$ cat config.mk
export PLATFORM = sky130hd
export DESIGN_NAME = piso_tx
export DESIGN_NICKNAME = d
export VERILOG_FILES = /design/src/rtl/piso_tx.sv
export SDC_FILE = /design/constraint.sdc
export NUM_CORES = 1
export LEC_CHECK = 0
export ABC_AREA = 1
export CORE_ASPECT_RATIO = 1.1
export CORE_MARGIN = 1.5
export CORE_UTILIZATION = 29
export DETAILED_ROUTE_END_ITERATION = 12
export DONT_BUFFER_PORTS = 1
export HOLD_SLACK_MARGIN = 0.05
export PLACE_DENSITY = 0.5
export SYNTH_ARGS = -nofsm -noshare
export SYNTH_HDL_FRONTEND = slang
export SYNTH_SLANG_ARGS = --single-unit
export TNS_END_PERCENT = 30
$ cat constraint.sdc
create_clock -name clk -period 3.4 [get_ports clk]
set_input_delay 0.68 -clock clk [delete_from_list [all_inputs] [get_ports clk]]
set_output_delay 0.68 -clock clk [all_outputs]
set_load 0.02 [all_outputs]
$ cat src/rtl/piso_tx.sv
// Parallel-in/serial-out transmitter with a one-word hold buffer.
// Streams WIDTH-bit words one bit per clock with sof/done frame strobes.
module piso_tx #(
    parameter int WIDTH     = 8,
    parameter bit MSB_FIRST = 1'b1
) (
    input  logic             clk,
    input  logic             rst,
    input  logic [WIDTH-1:0] din,
    input  logic             din_valid,
    output logic             din_ready,
    output logic             out,
    output logic             out_valid,
    output logic             sof,
    output logic             done
);

    localparam int CW = (WIDTH > 1) ? $clog2(WIDTH) : 1;
    localparam logic [CW-1:0] LAST = CW'(WIDTH - 1);

    typedef enum logic {
        IDLE,
        SHIFT
    } state_t;

    state_t state, state_n;

    logic [WIDTH-1:0] sh, sh_n;
    logic [WIDTH-1:0] hold, hold_n;
    logic [WIDTH-1:0] load_w;
    logic [CW-1:0]    cnt, cnt_n;
    logic             hold_full, hold_full_n;
    logic             out_n, out_valid_n;
    logic             sof_n, done_n;
    logic             accept, last, load;

    function automatic logic head(input logic [WIDTH-1:0] w);
        return MSB_FIRST ? w[WIDTH-1] : w[0];
    endfunction

    function automatic logic [WIDTH-1:0] adv(input logic [WIDTH-1:0] w);
        return MSB_FIRST ? (w << 1) : (w >> 1);
    endfunction

    assign accept = din_valid && din_ready;
    assign last   = (cnt == LAST);

    always_comb begin
        state_n     = state;
        sh_n        = sh;
        hold_n      = hold;
        hold_full_n = hold_full;
        cnt_n       = cnt;
        out_n       = 1'b0;
        out_valid_n = 1'b0;
        sof_n       = 1'b0;
        done_n      = 1'b0;
        load        = 1'b0;
        load_w      = din;

        unique case (state)
            IDLE: begin
                if (accept) begin
                    load    = 1'b1;
                    state_n = SHIFT;
                end
            end
            SHIFT: begin
                if (last) begin
                    // held word wins over din to keep strict FIFO order
                    if (hold_full) begin
                        load        = 1'b1;
                        load_w      = hold;
                        hold_full_n = 1'b0;
                    end else if (accept) begin
                        load = 1'b1;
                    end else begin
                        state_n = IDLE;
                    end
                end else begin
                    cnt_n       = cnt + 1'b1;
                    out_n       = head(sh);
                    sh_n        = adv(sh);
                    out_valid_n = 1'b1;
                    done_n      = (cnt_n == LAST);
                    if (accept) begin
                        hold_n      = din;
                        hold_full_n = 1'b1;
                    end
                end
            end
            default: state_n = IDLE;
        endcase

        if (load) begin
            cnt_n       = '0;
            out_n       = head(load_w);
            sh_n        = adv(load_w);
            out_valid_n = 1'b1;
            sof_n       = 1'b1;
            done_n      = (WIDTH == 1);
        end
    end

    always_ff @(posedge clk or posedge rst) begin
        if (rst) begin
            state     <= IDLE;
            sh        <= '0;
            hold      <= '0;
            hold_full <= 1'b0;
            cnt       <= '0;
            out       <= 1'b0;
            out_valid <= 1'b0;
            sof       <= 1'b0;
            done      <= 1'b0;
            din_ready <= 1'b1;
        end else begin
            state     <= state_n;
            sh        <= sh_n;
            hold      <= hold_n;
            hold_full <= hold_full_n;
            cnt       <= cnt_n;
            out       <= out_n;
            out_valid <= out_valid_n;
            sof       <= sof_n;
            done      <= done_n;
            din_ready <= !hold_full_n;
        end
    end

endmodule

Yosys cells after proc, flatten, opt, wreduce, memory -nomap -nowiden

Index checks and enable logic that the tools add are counted.

Input bits: 11
Logic and storage cells: 49
Flip-flop bits (word level): 26
Memory bits (writable): 0
Memories kept: 0
Bits in latches: 0
Memory bits (read-only): 0
Output and inout bits: 5

Order comparisons: 0
$mul: 0
Add/subtract/negate cells: 1
Eq/ne operators: 3
Shifts and indexed selects: 0
Bitwise gates (word level): 2
Reductions and logical operators: 5
Div/mod/pow operators: 0
Muxes and demuxes: 28

Operators by type and width:

| kind                  | number |
|---|---|
| $mux W8               | 6 |
| $mux W1               | 17 |
| $mux W3               | 3 |
| $eq A3 B3 Y1 const B  | 2 |
| $pmux W1 S2           | 2 |
| $add A3 B1 Y3 const B | 1 |
| $reduce_and A3 Y1     | 1 |
| $ne A2 B1 Y1 const B  | 1 |
| $not A1 Y1            | 2 |
| $reduce_and A2 Y1     | 1 |
| $reduce_bool A2 Y1    | 1 |
| $logic_and A1 B1 Y1   | 1 |
| $logic_not A1 Y1      | 1 |

Logic depth before layout (Yosys ltp)

Depth in word-level cells: 7
Mapped depth: 8
Gate-level depth less buffers: 8

Worst setup path before layout

Ideal clock, no wire load.

Path kind: flip-flop to flip-flop
Start point: reg cnt[1]
End point: reg sh[2]
Arrival time: 1.313 ns
Data required time: 3.280 ns
Stages on the path, launching flop included: 9
Period minus slack after synthesis: 1.433 ns
Setup time: 0.120 ns
Path buffers: 1
Setup slack: 1.967 ns
Path through: dfrtp_1 > ha_1 > ha_1 > inv_1 > nand2_1 > buf_2 > nor2_1 > o21bai_1 > nor2_1

Longest elaborated chain between the ends: 5
Elaborated cells between the ends (all ways): 9
Those cells by class: 2 x eq/ne; 5 x mux; 2 x reduce/logical

Ends and longest elaborated chain:

| item                                                         | line | source |
|---|---|---|
| from (decl)                                                  | 31   | `logic [CW-1:0] cnt, cnt_n;` |
| from (signal assigned)                                       | 122  | `cnt <= cnt_n;` |
| $eq A3 B3 Y1 (*)                                             | 46   | `assign last = (cnt == LAST);` |
| $mux W1                                                      | 69   | `if (last) begin` |
| $pmux W1 S2                                                  | 61   | `unique case (state)` |
| $ne A2 B1 Y1 (no line) or $reduce_bool A2 Y1 (tied branches) | n/a  |  |
| $reduce_and A2 Y1 (no line)                                  | n/a  |  |
| to (signal assigned)                                         | 119  | `sh <= sh_n;` |
| to (decl)                                                    | 28   | `logic [WIDTH-1:0] sh, sh_n;` |

Every way passes the cells marked *; elsewhere a longest branch is shown, timed or not.
A chain may end at the register's enable or synchronous reset.

Worst setup path in the final report

Start point: reg cnt[1]
End point: reg sh[5]

The elaborated chain is that of the path after synthesis.

==> metrics.md <==
| Metric | Value |
|---|---|
| Vias in the first global route | ~890 |
| Routed Antenna Nets | 0 |
| Comb pwr share | 35.6% |
| Critical Path AT | 2.12 ns |
| Pin count of the biggest net entering global routing | 26 |
| Row cnt | 23 |
| Peak VDD IR | 0.000223 V |
| Detailed Route Iter0 Violations | 20 |
| First-pass GRT wire length | 4.01 mm |
| Fin cells | between 150 and 200 |
| Share of Yosys cell area claimed by the top area cell type | 51.9% |
| Leak | 0.663 nW |
| Layout area overhead | 7.90% |
| Max Freq | roughly 500 MHz |
| Skew final | ~0.0074 ns |
| Min Tclk post-route | about 2.0 ns |
| Post-synth cell types | 18 |
| Final Cycle Share | between 50% and 60% |
| DP HPWL | between 1.5 and 2 mm |
| Synth Instances | 138 |
| Ys async rst share | 100% |
| Pins Over Slew Limit | 0 |
| Placed Cells | 185 |
| Yosys reg bits | 25 |
| Mapped Area | 1160 um^2 |
| Vias | 836 |
| Max Root-Sink Buffers | 2 |
| Crit-path max FO | 15 |
| Die Wd | about 63 um |
| Postcts setup bufs | 0 |
| Post-synth EDFFs | 0 |
| Clock Latency Late Sink | around 0.28 ns |
| Core area | roughly 3700 um^2 |
| Hold Fails Final Rpt | 0 |
| DRT Wirelength | about 2.1 mm |
| CTS tree | yes |
| Syn Nets | 153 |
| Total power | ~1.1 mW |
| I/O Buffers | 0 |
| DRC Markers | 0 |
| Total global-route track usage | between 10% and 20% |
| RSZ-0062 raised after global routing | false |
| Status | completed |
| Worst Tran Pin Value | 0.975 ns |
| Resize count post-CTS | 0 |
| Hold Path Class | reg -> reg |
| Clk pwr share | 16.2% |
| Num CTS Buffers | 3 |
| Setup violators final | 0 |
| Clock transition at path regs | around 0.090 ns |
| CTS Hold Bufs | 0 |
| CP required | about 3.6 ns |
| Cell with the most instances after synthesis | nor2_1 |
| Gpl congestion | between 0.7 and 0.8 |
| DR vias/cell | ~4.4 |
| Drt wl/cell | ~11 um |
| Setup CP Type | reg -> reg |
| Total grt overflow | 0 |
| Post-synth top cells | nor2_1 (30), nand2_1 (25), dfrtp_1 (24), inv_1 (18), o21ai_0 (8) |
| Die Ht | 69.2 um |
| Total number of H-tree levels | 1 |
| Register area share after synthesis | 54.2% |
| Leading post-synthesis cells by cell area | dfrtp_1 (52%), nor2_1 (9.7%), nand2_1 (8.1%) |
| Pwr Density | between 800 and 900 nW/um^2 |
| Setup TNS | 0 ns |
| Maxcap violations | 0 |
| Synth warn | 0 |
| CTS Root Cell | clkbuf_8 |
| CP endpoint kind | flop |
| CP Launch Type | flop |
| Worst rel slew slack | about a third |
| Initial antenna violation count | 0 |
| Cell taking the most area after synthesis | dfrtp_1 |
| Int Pwr | 0.664 mW |
| Router iterations before antenna repair | 3 |
| Clk sinks | 25 |
| Area of the die | around 4400 um^2 |
| Share of post-route cells with drive strength above 1 | 6.47% |
| Initial Utilization | 30.9% |
| Layout Nets | 155 |
| Switching Fraction | between 40% and 50% |
| Num ports | 16 |
| Post-Syn Area per Cell | roughly 8.4 um^2 |
| Dominant synthesized flop cell | dfrtp_1 |
| Flop pwr share | 48.2% |
| Psw | roughly 0.45 mW |
| Antenna cells | 0 |
==> cells by family after synthesis <==
| kind of cell | synth area share (%) |
|---|---|
| simple gates | 24.5 |
| flops | 54.2 |
| buf+inv | 7.36 |
| compound gates | 9.63 |
| fa+ha+maj | 4.33 |
==> layout by cell type (no fill, tap or decap), types with 2 or more instances in the layout <==
cell	n
nor2_1	30
nand2_1	25
dfrtp_1	24
inv_1	18
o21ai_0	8
nand3_1	7
a21oi_1	7
o21bai_1	4
ha_1	4
clkbuf_8	3
nand4_1	2
==> path summary, 6_finish.rpt <==
| path | start | endpoint | slack (ns) | depth (start not counted) |
|---|---|---|---|---|
| setup / recovery | cnt[1]$_DFFE_PP0P_ | sh[5]$_DFFE_PP0P_ | 1.44 | 7 |
| hold / removal | hold[0]$_DFFE_PP0P_ | hold[0]$_DFFE_PP0P_ | 0.50 | 2 |
| setup reg to reg | cnt[1]$_DFFE_PP0P_ | sh[5]$_DFFE_PP0P_ | 1.44 | 7 |
| hold reg to reg | hold[0]$_DFFE_PP0P_ | hold[0]$_DFFE_PP0P_ | 0.50 | 2 |
| max in group asynchronous | rst | hold[0]$_DFFE_PP0P_ | 2.29 | 1 |
| min in group asynchronous | rst | out_valid$_DFF_PP0_ | 0.51 | 1 |
==> layout make-up <==
| type | count | area (um^2) |
|---|---|---|
| Clock inverter | 1 | 5.00 |
| Sequential cell | 25 | 627 |
| Inverter | 18 | 67.6 |
| Multi-Input combinational cell | 92 | 444 |
| Tap cell | 50 | 62.6 |
| Clock buffer | 3 | 41.3 |
| Fill cell | 416 | 2490 |
==> critical path: stages (launching register included) <==
cell     delay (ns)
dfrtp_1        0.39
ha_1           0.19
ha_1           0.18
inv_1          0.06
nand2_1        0.33
nand3_1        0.34
o21ai_0        0.29
nor2_1         0.07
==> sequential cells by signal (all words and copies together), names as in the netlist <==
signal / cells
state: 1
hold_full: 1
out_valid: 1
done: 1
hold: 8
out: 1
cnt: 3
sh: 7
sof: 1
din_ready: 1
==> through the flow <==
stage / instance area, um^2 / utilization, % / hold slack, ns / setup WS [ns]
final: 1250 / 33.3 / 0.501 / 1.44
after global routing: 1250 / 33.3 / 0.518 / 1.22
after CTS: 1250 / 33.3 / 0.502 / 1.46
after detailed placement: 1200 / 32.1 / 0.480 / 1.46
after global placement: 1200 / 32.1 / 0.471 / 1.58
after floorplan: 1160 / - / 0.441 / 1.97
==> metal layers <==
metal	part of all wire, %	wire (um)	track usage, %	vias to the layer above
met5	0	0	0	-
met4	2.2	46	5.07	0
met3	4.4	95	2.92	5
met2	47	994	18.0	14
met1	47	1000	15.3	385
li1	-	-	-	432
==> power by group through the flow <==
| stage | Combinational [mW] | Clock [mW] | Sequential (mW) |
|---|---|---|---|
| floorplan | 0.332 | 0 | 0.525 |
| global placement | 0.391 | 0 | 0.540 |
| detailed placement | 0.402 | 0 | 0.542 |
| CTS | 0.402 | 0.187 | 0.537 |
| global route | 0.480 | 0.201 | 0.554 |
| finish | 0.395 | 0.180 | 0.535 |
(Power assumes the default switching activity.)
